$ cat config.mk
export PLATFORM = sky130hd
export DESIGN_NAME = max_pool2x2
export DESIGN_NICKNAME = d
export VERILOG_FILES = /design/src/rtl/max_pool2x2.sv
export SDC_FILE = /design/constraint.sdc
export NUM_CORES = 1
export LEC_CHECK = 0
export ABC_AREA = 0
export CORE_UTILIZATION = 55
export CTS_CLUSTER_DIAMETER = 30
export DETAILED_ROUTE_END_ITERATION = 8
export HOLD_SLACK_MARGIN = 0.08
export PLACE_DENSITY_LB_ADDON = 0.2
export SLEW_MARGIN = 20
export SYNTH_ARGS = -nofsm -noshare
export SYNTH_HDL_FRONTEND = slang
export SYNTH_SLANG_ARGS = --single-unit
$ cat constraint.sdc
create_clock -name clk -period 4.4 [get_ports clk]
set_input_delay 0.88 -clock clk [delete_from_list [all_inputs] [get_ports clk]]
set_output_delay 0.88 -clock clk [all_outputs]
set_load 0.02 [all_outputs]
$ cat src/rtl/max_pool2x2.sv
// Streaming 2x2 / stride-2 signed max-pooling over one raster-ordered plane.
// Even rows leave horizontal pair maxima in a half-width line buffer; odd rows finish each window.
module max_pool2x2 #(
  parameter int DWIDTH = 16,
  parameter int MAXW   = 32,
  parameter int MAXH   = 32
) (
  input  logic                      clk,
  input  logic                      rst,
  input  logic                      start,
  input  logic [$clog2(MAXW+1)-1:0] img_w,
  input  logic [$clog2(MAXH+1)-1:0] img_h,
  input  logic                      in_valid,
  input  logic [DWIDTH-1:0]         in_data,
  output logic                      in_ready,
  output logic                      out_valid,
  output logic [DWIDTH-1:0]         out_data,
  output logic                      busy,
  output logic                      done
);

  localparam int WW  = $clog2(MAXW+1);
  localparam int HW  = $clog2(MAXH+1);
  localparam int LBD = MAXW / 2;
  localparam int LBW = (LBD > 1) ? $clog2(LBD) : 1;
  localparam logic [WW-1:0] W_ONE = WW'(1);
  localparam logic [HW-1:0] H_ONE = HW'(1);

  typedef enum logic [1:0] {
    S_IDLE = 2'd0,
    S_RUN  = 2'd1,
    S_FIN  = 2'd2
  } state_t;

  state_t              state_q;
  logic [WW-1:0]       w_q;
  logic [HW-1:0]       h_q;
  logic [WW-1:0]       wlast_q;
  logic [HW-1:0]       hlast_q;
  logic [WW-1:0]       col_q;
  logic [HW-1:0]       row_q;
  logic [DWIDTH-1:0]   hreg_q;
  logic                in_ready_q;
  logic                busy_q;
  logic                out_valid_q;
  logic [DWIDTH-1:0]   out_data_q;
  logic                done_q;
  logic [DWIDTH-1:0]   lbuf [LBD];

  logic                acc_s;
  logic                pooled_s;
  logic                last_col_s;
  logic                last_s;
  logic                lb_we_s;
  logic                emit_s;
  logic                empty_s;
  logic [WW-1:0]       w_start_s;
  logic [HW-1:0]       h_start_s;
  logic [LBW-1:0]      lb_idx_s;
  logic [DWIDTH-1:0]   lb_rd_s;
  logic [DWIDTH-1:0]   pair_s;
  logic [DWIDTH-1:0]   win_s;

  function automatic logic [DWIDTH-1:0] smax(input logic [DWIDTH-1:0] a,
                                             input logic [DWIDTH-1:0] b);
    if ($signed(a) >= $signed(b)) begin
      smax = a;
    end else begin
      smax = b;
    end
  endfunction

  // Handshake, pooled-region decode and window arithmetic for the current pixel.
  always_comb begin
    w_start_s  = {img_w[WW-1:1], 1'b0};
    h_start_s  = {img_h[HW-1:1], 1'b0};
    empty_s    = (w_start_s == {WW{1'b0}}) || (h_start_s == {HW{1'b0}});
    acc_s      = in_valid && in_ready_q;
    pooled_s   = (col_q < w_q) && (row_q < h_q);
    last_col_s = (col_q == wlast_q);
    last_s     = last_col_s && (row_q == hlast_q);
    lb_idx_s   = col_q[LBW:1];
    lb_rd_s    = lbuf[lb_idx_s];
    pair_s     = smax(hreg_q, in_data);
    win_s      = smax(lb_rd_s, pair_s);
    lb_we_s    = acc_s && pooled_s && col_q[0] && !row_q[0];
    emit_s     = acc_s && pooled_s && col_q[0] && row_q[0];
  end

  // Line buffer: written on even rows before the odd row reads it, so it carries no reset.
  always_ff @(posedge clk) begin
    if (lb_we_s) begin
      lbuf[lb_idx_s] <= pair_s;
    end
  end

  // Control FSM, raster counters and registered outputs.
  always_ff @(posedge clk) begin
    if (rst) begin
      state_q     <= S_IDLE;
      w_q         <= {WW{1'b0}};
      h_q         <= {HW{1'b0}};
      wlast_q     <= {WW{1'b0}};
      hlast_q     <= {HW{1'b0}};
      col_q       <= {WW{1'b0}};
      row_q       <= {HW{1'b0}};
      hreg_q      <= {DWIDTH{1'b0}};
      in_ready_q  <= 1'b0;
      busy_q      <= 1'b0;
      out_valid_q <= 1'b0;
      out_data_q  <= {DWIDTH{1'b0}};
      done_q      <= 1'b0;
    end else begin
      out_valid_q <= 1'b0;
      done_q      <= 1'b0;
      case (state_q)
        S_IDLE: begin
          if (start) begin
            w_q     <= w_start_s;
            h_q     <= h_start_s;
            wlast_q <= img_w - W_ONE;
            hlast_q <= img_h - H_ONE;
            col_q   <= {WW{1'b0}};
            row_q   <= {HW{1'b0}};
            if (empty_s) begin
              state_q <= S_FIN;
              done_q  <= 1'b1;
            end else begin
              state_q    <= S_RUN;
              in_ready_q <= 1'b1;
              busy_q     <= 1'b1;
            end
          end
        end
        S_RUN: begin
          if (acc_s) begin
            if (last_col_s) begin
              col_q <= {WW{1'b0}};
              row_q <= row_q + H_ONE;
            end else begin
              col_q <= col_q + W_ONE;
            end
            if (pooled_s && !col_q[0]) begin
              hreg_q <= in_data;
            end
            if (emit_s) begin
              out_valid_q <= 1'b1;
              out_data_q  <= win_s;
            end
            // Odd trailing row/column pixels are still counted, so the plane ends on img_w*img_h.
            if (last_s) begin
              state_q    <= S_FIN;
              done_q     <= 1'b1;
              in_ready_q <= 1'b0;
              busy_q     <= 1'b0;
            end
          end
        end
        S_FIN: begin
          state_q <= S_IDLE;
        end
        default: begin
          state_q    <= S_IDLE;
          in_ready_q <= 1'b0;
          busy_q     <= 1'b0;
        end
      endcase
    end
  end

  assign in_ready  = in_ready_q;
  assign busy      = busy_q;
  assign out_valid = out_valid_q;
  assign out_data  = out_data_q;
  assign done      = done_q;

endmodule

# Yosys cells after proc, flatten, opt, wreduce, memory -nomap -nowiden
# Memory sizes are Yosys's and may differ from the RTL's. A register that Yosys moved wholly into a read port is not among the register bits.
# Cells that the tools add are included.
dict set report classes {
  addsub 4
  magnitude_cmp 4
  n_eq_ne 9
  mux 29
  bitwise 3
  n_reduce_logical 23
}
# operator n
set ops {}
lappend ops {{16-bit greater-or-equal comparator} 2}
lappend ops {{16-bit two-way mux} 2}
lappend ops {{6-bit two-way mux} 5}
lappend ops {{6-bit case mux with 2 select lines} 2}
lappend ops {{6-bit by 1-bit adder with 6-bit output (second input constant)} 2}
lappend ops {{6-bit == test} 2}
lappend ops {{6-bit < comparator} 2}
lappend ops {{3-bit AND reduction} 4}
lappend ops {{6-bit by 1-bit subtractor with 6-bit output (second input constant)} 2}
lappend ops {{1-bit two-way mux} 11}
lappend ops {{5-bit zero test} 2}
lappend ops {{2-bit inequality test (second input constant)} 5}
lappend ops {{1-bit logical AND} 8}
lappend ops {{2-bit two-way mux} 4}
lappend ops {{4-bit two-way mux} 2}
lappend ops {{5-bit AND reduction} 1}
lappend ops {{2-bit case mux with 2 select lines} 1}
lappend ops {{4-bit AND reduction} 1}
lappend ops {{1-bit NOT} 3}
lappend ops {{1-bit case mux with 3 select lines} 1}
lappend ops {{3-bit OR reduction} 1}
lappend ops {{2-bit by 1-bit == test with 1-bit output (second input constant)} 1}
lappend ops {{2-bit == test (second input constant)} 1}
lappend ops {{1-bit zero test} 2}
lappend ops {{other kinds (5)} 5}
dict set report totals {
  register_bits 71
  ramBits 256
  input_bits 32
  output_inout_bits 20
  elab_cells 85
  memories 1
}
# name words word_bits rd rd_clocked_by_memory_dff write_ports line
set mem_list {}
lappend mem_list {lbuf 16 16 1 1 1 48} ;# logic [DWIDTH-1:0] lbuf [LBD];

# Logic depth before layout (Yosys ltp)
# Gate-level depths: netlist of the first run.
dict set report logic_depth {
  word_depth 7
  depth_mapped 18
  depth_no_buf 16
}

# Least setup slack after synthesis of the first run
# No wires, ideal clock.
dict set report synth_path {
  path_type {input -> register}
  start {input in_data[7]}
  end {register out_data_q[10], in the netlist out_data[10]}
  setup_ns 0.086
  arrival_ns 4.448
  setup_slack_ns -0.134
  path_stages 18
  n_path_buf 2
  path_cell_list {inv_1 ha_1 a21oi_1 o21ai_0 o2bb2ai_1 or4b_1 buf_2 and3_1 or2_2 ha_1 nand3b_1 a211oi_1 o21ai_0 o211ai_1 clkbuf_1 nand2_1 and3_1 a211oi_1}
}
dict set report synth_via {
  elab_chain_len 4
}
# element line
set synth_lines {}
lappend synth_lines {{start: declaration} 14} ;# input logic [DWIDTH-1:0] in_data,
lappend synth_lines {{16-bit greater-or-equal comparator} 66} ;# if ($signed(a) >= $signed(b)) begin
lappend synth_lines {{16-bit two-way mux} 66}
lappend synth_lines {{named net pair_s[0]} 61} ;# logic [DWIDTH-1:0] pair_s;
lappend synth_lines {{16-bit greater-or-equal comparator} 66}
lappend synth_lines {{16-bit two-way mux} 66}
lappend synth_lines {{end signal: assignment} 111} ;# out_data_q <= {DWIDTH{1'b0}};
lappend synth_lines {{end signal: assignment} 148} ;# out_data_q <= win_s;
lappend synth_lines {{end: declaration} 46} ;# logic [DWIDTH-1:0] out_data_q;
# The timed path passes the listed nets, and every way through them passes these cells.
# A chain may end at the register's enable or synchronous reset.

# Worst setup path after layout of the first run
dict set report layout_path {
  start {input in_data[15]}
  end {register out_data_q[13], in the netlist out_data[13]}
}
dict set report layout_via {
  elab_chain_len 4
}
# element line
set layout_lines {}
lappend layout_lines {{16-bit greater-or-equal comparator} 66}
lappend layout_lines {{16-bit two-way mux (*)} 66}
lappend layout_lines {{16-bit greater-or-equal comparator} 66}
lappend layout_lines {{16-bit two-way mux (*)} 66}
# Mark *: on every way between the ends. The rest lies on a longest branch, timed or not.

==> run_results.csv, run 1 <==
group,metric,value,unit
status,status,"finished clean",
global_routing,number_of_global_route_vias_before_repair,9284,
global_routing,globalRouteMet1Util,35.3,%
power,leakagePower,6.62,nW
place,dp.final_hpwl,19.8,mm
sta,timing_max_transition_violations_final,0,
clock_tree,cts_root_buf,"sky130_fd_sc_hd__clkbuf_16",
floorplanning,die_area,26900,µm²
final_layout,finish.cell_count_without_fillers,1522,
setup_path,critical_path.n_buffers_inverters,5,
synth,synth_top_area_cell,"sky130_fd_sc_hd__edfxtp_1",
sta,fin_worst_skew,24.1,ps
floorplanning,floorplan.die.height,164,µm
sta,final-hold-violation-count,0,
setup_path,worst-setup-path-type,"in -> reg",
setup_path,reg2reg_setup_slack,270,ps
global_routing,grtUsageMet3,6.54,%
clock_tree,cts.htree.levels,2,
route,drt-pass1-iter-count,5,
synth,netlist-cell-type-count,52,
setup_path,rr_startpoint,"hreg_q[1]",
final_layout,layout-drive-gt1-share,33.1,%
power,total_power,8.54,mW
clock_tree,clk-insertion-delay-late,590,ps
setup_path,arrival_time_of_the_worst_setup_path,4800,ps
power,power.density,458,nW/µm²
setup_path,largest_stage_delay_on_the_critical_path,620,ps
clock_tree,tritoncts,"built",
sta,relSlewSlack,25.4,%
synth,yosys-top-cells-area,"sky130_fd_sc_hd__edfxtp_1 (53%), sky130_fd_sc_hd__mux4_2 (12%), sky130_fd_sc_hd__dfxtp_1 (10%)",
route,ant_nets,0,
synth,synth_top_cell_area_share,53.3,%
route,num_vias,9171,
clock_tree,clock_sink_count,331,
worst_hold_path,worst_hold_startpoint,"h_q[2]",
setup_path,family_with_the_most_delay_on_the_worst_path,"simple AND/OR/NAND/NOR gates",
global_routing,globalRoute.busiestLayer,"met2",
final_layout,finish.net_count,1218,
worst_hold_path,worst_hold_path.endpoint,"h_q[2]",
worst_hold_path,worstHoldPathCells,2,
setup_path,critPathMaxFanout,7,
clock_tree,cts_made_buffers,59,
route,routed_via_density,6.03,
route,routedWlPerCell,23.7,µm
global_routing,grt_pass1_wl,53.5,mm
final_layout,commonest_non_fill_non_tap_cells_in_the_layout,"sky130_fd_sc_hd__edfxtp_1 (256), sky130_fd_sc_hd__buf_4 (92), sky130_fd_sc_hd__mux4_2 (80)",
sta,setup-violations-final,0,
setup_path,worst-endpoint-required,4880,ps
synth,synthCells,983,
global_routing,grt_start_max_net_pins,64,
worst_hold_path,hp-class,"reg -> reg",
global_routing,grt.overflow.total,0,
final_layout,synth_to_layout_area_growth,29.3,%
setup_path,r2r_cells,18,
clock_tree,cts.clk_slew.worst_paths,50,ps
global_routing,met2_usage_in_global_routing,45.5,%
sta,worst_slew_pin_tran,1120,ps
global_routing,grt_antenna_before_repair,0,
synth,yosysSeqAreaShare,63.7,%
setup_path,endpoint_kind,"flop",
setup_path,timing.rr.end,"out_data[13]",
floorplanning,placement_rows,58,
floorplanning,dieWidth,164,µm
synth,synth.net_count,1059,
place,io_buffers,51,
setup_path,cp-start-kind,"primary input",
final_layout,fin_util,73.2,%
route,post-route-drc-count,0,
clock_tree,holdBufCountCts,0,
setup_path,critical_path.startpoint,"in_data[15]",
synth,syn_area,14400,µm²
place,placed_cells_incl_taps,1393,
sta,worst_hold_slack,450,ps
sta,finalWorstPathRequiredPeriod,4320,ps
synth,post_synth.cell_area_avg,14.7,µm²
power,max-vdd-ir-drop,0.000457,V
synth,warning_count_from_the_yosys_run,0,
route,wl,36.1,mm
floorplanning,ioPinCount,52,
place,routabilityCongestion,0.862,
floorplanning,coreArea,25500,µm²
setup_path,critPathSlowestCell,"sky130_fd_sc_hd__or4b_4",
setup_path,critical_path_depth,20,
sta,maxClockFrequency,232,MHz
clock_tree,clock_path_buffers,3,
floorplanning,start_util,56.6,%
setup_path,crit_path_cell_trace,"dlygate4sd2_1 -> inv_1 -> ha_1 -> nand4_1 -> or3_1 -> a21oi_2 -> or4b_4 -> buf_6 -> buf_16 -> a21oi_4 -> nor2_2 -> ha_1 -> nand4_1 -> nor2_4 -> a221oi_4 -> o211ai_1 -> buf_4 -> nand2_1 -> and3_1 -> a211oi_1",
sta,final_min_period_over_clock_period,98.2,%
global_routing,global_route.usage.total,27.5,%
final_layout,mostFrequentLayoutCell,"sky130_fd_sc_hd__edfxtp_1",
flow_run,drv.max_cap_violation_count,0,
synth,ys_seq_elements,331,
route,drt_first_iter_violations,905,
final_layout,num_antenna_cells,0,
-- per-layer routing --
metal,wire length [µm],vias to the layer above
li1,-,4130
met1,14600,4603
met2,17900,345
met3,2480,93
met4,1040,0
met5,0,-
-- layout make-up --
| type | count | area [µm²] |
|---|---|---|
| tap | 330 | 413 |
| timing repair buffer | 156 | 1440 |
| clock buffer | 62 | 1490 |
| clock inverter | 49 | 551 |
| sequential | 331 | 9190 |
| inverter | 52 | 195 |
| fill | 1537 | 6830 |
| multi-input combinational | 542 | 5360 |
-- cell usage after synthesis (all sizes together) --
library cell / n
a211oi: 29
a21boi: 1
a21o: 8
a21oi: 61
a221oi: 2
a22oi: 1
a311oi: 1
a31oi: 1
and2: 3
and3: 34
and4b: 1
buf: 21
clkbuf: 37
dfxtp: 75
edfxtp: 256
ha: 44
inv: 52
mux4: 80
nand2: 61
nand2b: 21
nand3: 4
nand3b: 1
nand4: 11
nand4b: 16
nor2: 51
nor2b: 2
nor3: 17
nor4: 8
nor4b: 1
o211a: 1
o211ai: 2
o21a: 1
o21ai: 39
o22a: 1
o2bb2ai: 1
o31ai: 2
o41ai: 1
or2: 1
or3: 3
or4: 2
or4b: 1
xnor2: 17
xor2: 11
-- worst max-delay path by stage --
stage	slack, ps	endpoint
finish	80	out_data[13]
CTS	8	out_data[11]
global route	-60	out_data[13]
floorplan	20	out_data[10]
global placement	-680	out_data[3]
detailed placement	-700	out_data[4]
-- what timing repair did --
action,4_1_cts,5_1_grt
gates resized for setup,60,64
setup buffers,10,5
pin swaps,18,21
cloned,2,1
setup endpoints to repair,16,16
-- power breakdown --
| group | internal [mW] | switching [mW] | total (mW) |
|---|---|---|---|
| clock | 2.92 | 1.68 | 4.60 |
| sequential | 3.40 | 0.0274 | 3.42 |
| combinational | 0.227 | 0.288 | 0.515 |
-- logic make-up (layout without fill, tap and decap cells) --
family / Yosys count / count (layout) / share of synthesized area (%)
AOI/OAI and AO/OA: 152 / 152 / 6.36
muxes: 80 / 80 / 12.5
xor gates and xnor gates: 28 / 28 / 1.70
adders and majority gates: 44 / 44 / 3.82
DFF: 331 / 331 / 63.7
and+or+nand+nor: 238 / 238 / 8.79
buffers and inverters: 110 / 319 / 3.08
-- sequential cells by signal (all words and copies together) (netlist names), named ones only --
signal / cells
lbuf: 256
hreg_q: 16
out_data: 16
col_q: 6
hlast_q: 6
row_q: 6
wlast_q: 6
h_q: 5
w_q: 5
state_q: 2
busy: 1
done: 1
out_valid: 1
-- per-stage QoR --
stage / worst slack (ps) / area (µm²) / setup TNS (ps)
after global routing: -57.3 / 18600 / -344
final: 80.5 / 18600 / 0
after global placement: -682 / 15900 / -10750
after floorplan: 22.1 / 14400 / 0
after detailed placement: -703 / 15900 / -11090
after CTS: 7.57 / 18300 / 0
-- worst register-to-register path: stages (launching register included) --
cell and delay [ps]:
sky130_fd_sc_hd__dfxtp_1 330, sky130_fd_sc_hd__ha_1 310, sky130_fd_sc_hd__nor2b_1 140, sky130_fd_sc_hd__o211ai_1 260, sky130_fd_sc_hd__a21oi_2 100, sky130_fd_sc_hd__or4b_4 620, sky130_fd_sc_hd__buf_6 160, sky130_fd_sc_hd__buf_16 130
sky130_fd_sc_hd__a21oi_4 160, sky130_fd_sc_hd__nor2_2 70, sky130_fd_sc_hd__ha_1 270, sky130_fd_sc_hd__nand4_1 210, sky130_fd_sc_hd__nor2_4 200, sky130_fd_sc_hd__a221oi_4 90, sky130_fd_sc_hd__o211ai_1 300, sky130_fd_sc_hd__buf_4 220
sky130_fd_sc_hd__nand2_1 60, sky130_fd_sc_hd__and3_1 170, sky130_fd_sc_hd__a211oi_1 230
Note: power is estimated with default switching activity, not from simulation.
==> run 2, diff against run 1 <==
--- a/config.mk
+++ b/config.mk
@@ -6,6 +6,7 @@
 export NUM_CORES = 1
 export LEC_CHECK = 0
 export ABC_AREA = 0
+export CORE_ASPECT_RATIO = 0.9
 export CORE_UTILIZATION = 55
 export CTS_CLUSTER_DIAMETER = 30
 export DETAILED_ROUTE_END_ITERATION = 8
==> run 2 against run 1 <==
Against the previous run:
- the run now ends with setup timing left
- routed wire length grew 3.4%
- total power grew 1.3%
- design area grew 0.79%
- clock power grew 2%
- final cell count grew 0.66%
- worst hold slack gained 0.93 ps
- die area is essentially flat
- global-route usage is essentially flat
- fmax shrank 3.8%
- first-iteration DRC count grew 32%
- critical path type unchanged
- largest cell class unchanged
- highest routed layer unchanged
==> run_results.csv, run 2 (same netlist as run 1, synthesis figures left out) <==
group,metric,value,unit
status,status,"finished with violations",
status,failed_checks,"setup timing",
route,drt_first_iter_violations,1198,
worst_hold_path,hp-class,"reg -> reg",
power,power.switching,2.04,mW
final_layout,commonest_non_fill_non_tap_cells_in_the_layout,"sky130_fd_sc_hd__edfxtp_1 (256), sky130_fd_sc_hd__buf_4 (93), sky130_fd_sc_hd__mux4_2 (80)",
final_layout,finish.net_count,1215,
setup_path,family_with_the_most_delay_on_the_worst_path,"buffers and inverters",
clock_tree,cts.clk_slew.worst_paths,50,ps
clock_tree,clock_path_buffers,3,
power,leakagePower,6.65,nW
final_layout,layout-drive-gt1-share,33.8,%
global_routing,grt.overflow.total,0,
setup_path,timing.rr.end,"out_data[11]",
place,dp.final_hpwl,20.1,mm
sta,relSlewSlack,36.9,%
clock_tree,cts.htree.levels,2,
route,drt-pass1-iter-count,5,
sta,final-hold-violation-count,0,
power,netSwitchingFraction,23.5,%
place,placed_cells_incl_taps,1399,
route,routedWlPerCell,24.3,µm
final_layout,area_of_the_multi_input_gates,5450,µm²
final_layout,num_antenna_cells,0,
power,power.density,461,nW/µm²
final_layout,fin_util,73.8,%
route,routed_via_density,6.15,
floorplanning,die_area,26900,µm²
setup_path,critPathSlowestCell,"sky130_fd_sc_hd__clkdlybuf4s50_1",
global_routing,number_of_global_route_vias_before_repair,9419,
sta,setup-violations-final,10,
sta,worst_hold_slack,451,ps
power,p_int,6.62,mW
global_routing,grt_antenna_before_repair,0,
setup_path,r2r_cells,19,
sta,maxClockFrequency,223,MHz
sta,timing_max_transition_violations_final,0,
final_layout,finish.cell_count_without_fillers,1532,
flow_run,drv.max_cap_violation_count,0,
setup_path,worst-setup-path-type,"in -> reg",
power,clockPowerShare,54.3,%
place,io_buffers,51,
sta,layout_setup_ws,-88.7,ps
setup_path,reg2reg_setup_slack,110,ps
setup_path,worst-endpoint-required,4860,ps
setup_path,largest_stage_delay_on_the_critical_path,520,ps
floorplanning,placement_rows,55,
final_layout,most_flop_heavy_register,"lbuf",
final_layout,mostFrequentLayoutCell,"sky130_fd_sc_hd__edfxtp_1",
final_layout,synth_to_layout_area_growth,30.3,%
power,power.sequential.fraction,39.6,%
floorplanning,coreArea,25500,µm²
clock_tree,holdBufCountCts,0,
setup_path,critical_path.n_buffers_inverters,6,
route,post-route-drc-count,0,
clock_tree,cts_made_buffers,59,
global_routing,global_route.usage.total,27.5,%
final_layout,seqCellArea,9190,µm²
setup_path,endpoint_kind,"flop",
sta,final_min_period_over_clock_period,102,%
global_routing,grt_pass1_wl,55.6,mm
floorplanning,start_util,56.6,%
worst_hold_path,worstHoldPathCells,2,
setup_path,arrival_time_of_the_worst_setup_path,4940,ps
sta,finalWorstPathRequiredPeriod,4490,ps
sta,fin_worst_skew,32.1,ps
power,max-vdd-ir-drop,0.000327,V
global_routing,grt_start_max_net_pins,65,
setup_path,critPathMaxFanout,7,
sta,worst_slew_pin_tran,945,ps
clock_tree,clk-insertion-delay-late,590,ps
clock_tree,clock_sink_count,331,
final_layout,fillers,1485,
worst_hold_path,worst_hold_startpoint,"w_q[5]",
setup_path,critical_path.startpoint,"in_data[2]",
floorplanning,ioPinCount,52,
place,routabilityCongestion,0.902,
route,wl,37.3,mm
worst_hold_path,worst_hold_path.endpoint,"w_q[5]",
floorplanning,dieWidth,173,µm
final_layout,largest_register_ffs,256,
route,num_vias,9425,
clock_tree,cts_root_buf,"sky130_fd_sc_hd__clkbuf_16",
setup_path,cp-start-kind,"primary input",
power,comb_power_share,6.2,%
route,ant_nets,0,
floorplanning,floorplan.die.height,156,µm
setup_path,rr_startpoint,"hreg_q[1]",
clock_tree,tritoncts,"built",
setup_path,crit_path_cell_trace,"clkdlybuf4s50_1 -> inv_2 -> ha_4 -> o211ai_1 -> a21oi_4 -> buf_4 -> o31ai_4 -> buf_12 -> buf_4 -> and3_4 -> nor2_2 -> ha_1 -> nand4_1 -> nor4_2 -> o21ai_2 -> o211ai_1 -> buf_2 -> nand2_1 -> and3_1 -> a211oi_1",
## run 2: power groups by stage
stage	Clock, mW	Combinational, mW	Sequential (mW)
2_1_floorplan	0	0.291	3.48
3_5_place_dp	0	0.457	3.49
5_1_grt	4.89	0.576	3.43
3_3_place_gp	0	0.450	3.49
4_1_cts	4.73	0.504	3.42
6_report	4.70	0.533	3.42
## run 2: worst max path at each step
stage | depth (start not counted) | to | slack, ps
2_1_floorplan | 18 | out_data[10] | 20
3_3_place_gp | 19 | out_data[2] | -930
3_5_place_dp | 19 | out_data[15] | -1090
4_1_cts | 19 | out_data[9] | -0.02
5_1_grt | 21 | out_data[11] | -150
6_report | 20 | out_data[11] | -90
## run 2: area by class of cell
class	instances	area share (%)
inverter	52	1.04
multi-input combinational	542	29.0
clock buffer	63	8.10
sequential	331	48.9
timing repair buffer	153	7.52
clock inverter	49	3.12
tap	342	2.28
## run 2: worst reg2reg max path, delay by kind of cell (launching register included)
| kind | cells | cell delay [ps] |
|---|---|---|
| AOI/OAI and AO/OA | 6 | 1340 |
| adders and majority gates | 2 | 530 |
| buffers and inverters | 4 | 680 |
| DFF | 1 | 420 |
| and+or+nand+nor | 7 | 1170 |
## run 2: metrics by stage
stage                     TNS [ps]  setup WS, ps  cell area (µm²)  power, mW
after CTS                  -0.0218       -0.0218            18500       8.66
final                         -157         -88.7            18800       8.66
after floorplan                  0          22.1            14400       3.77
after detailed placement    -17020         -1090            15900       3.94
after global routing          -879          -152            18800       8.90
after global placement      -14650          -934            15900       3.94
## run 2: timing repair
action | CTS | global route
resized for setup | 71 | 56
pin swaps | 20 | 25
buffers inserted | 10 | 7
cloned | 4 | 0
endpoints found under the setup margin | 16 | 16
## run 2: routing by layer
layer	part of all wire [%]	track usage, %	up-vias
met5	0	0	-
met4	3.1	9.27	0
met2	48	43.6	533
met1	41	38.7	4661
li1	-	-	4133
met3	8.5	5.17	98
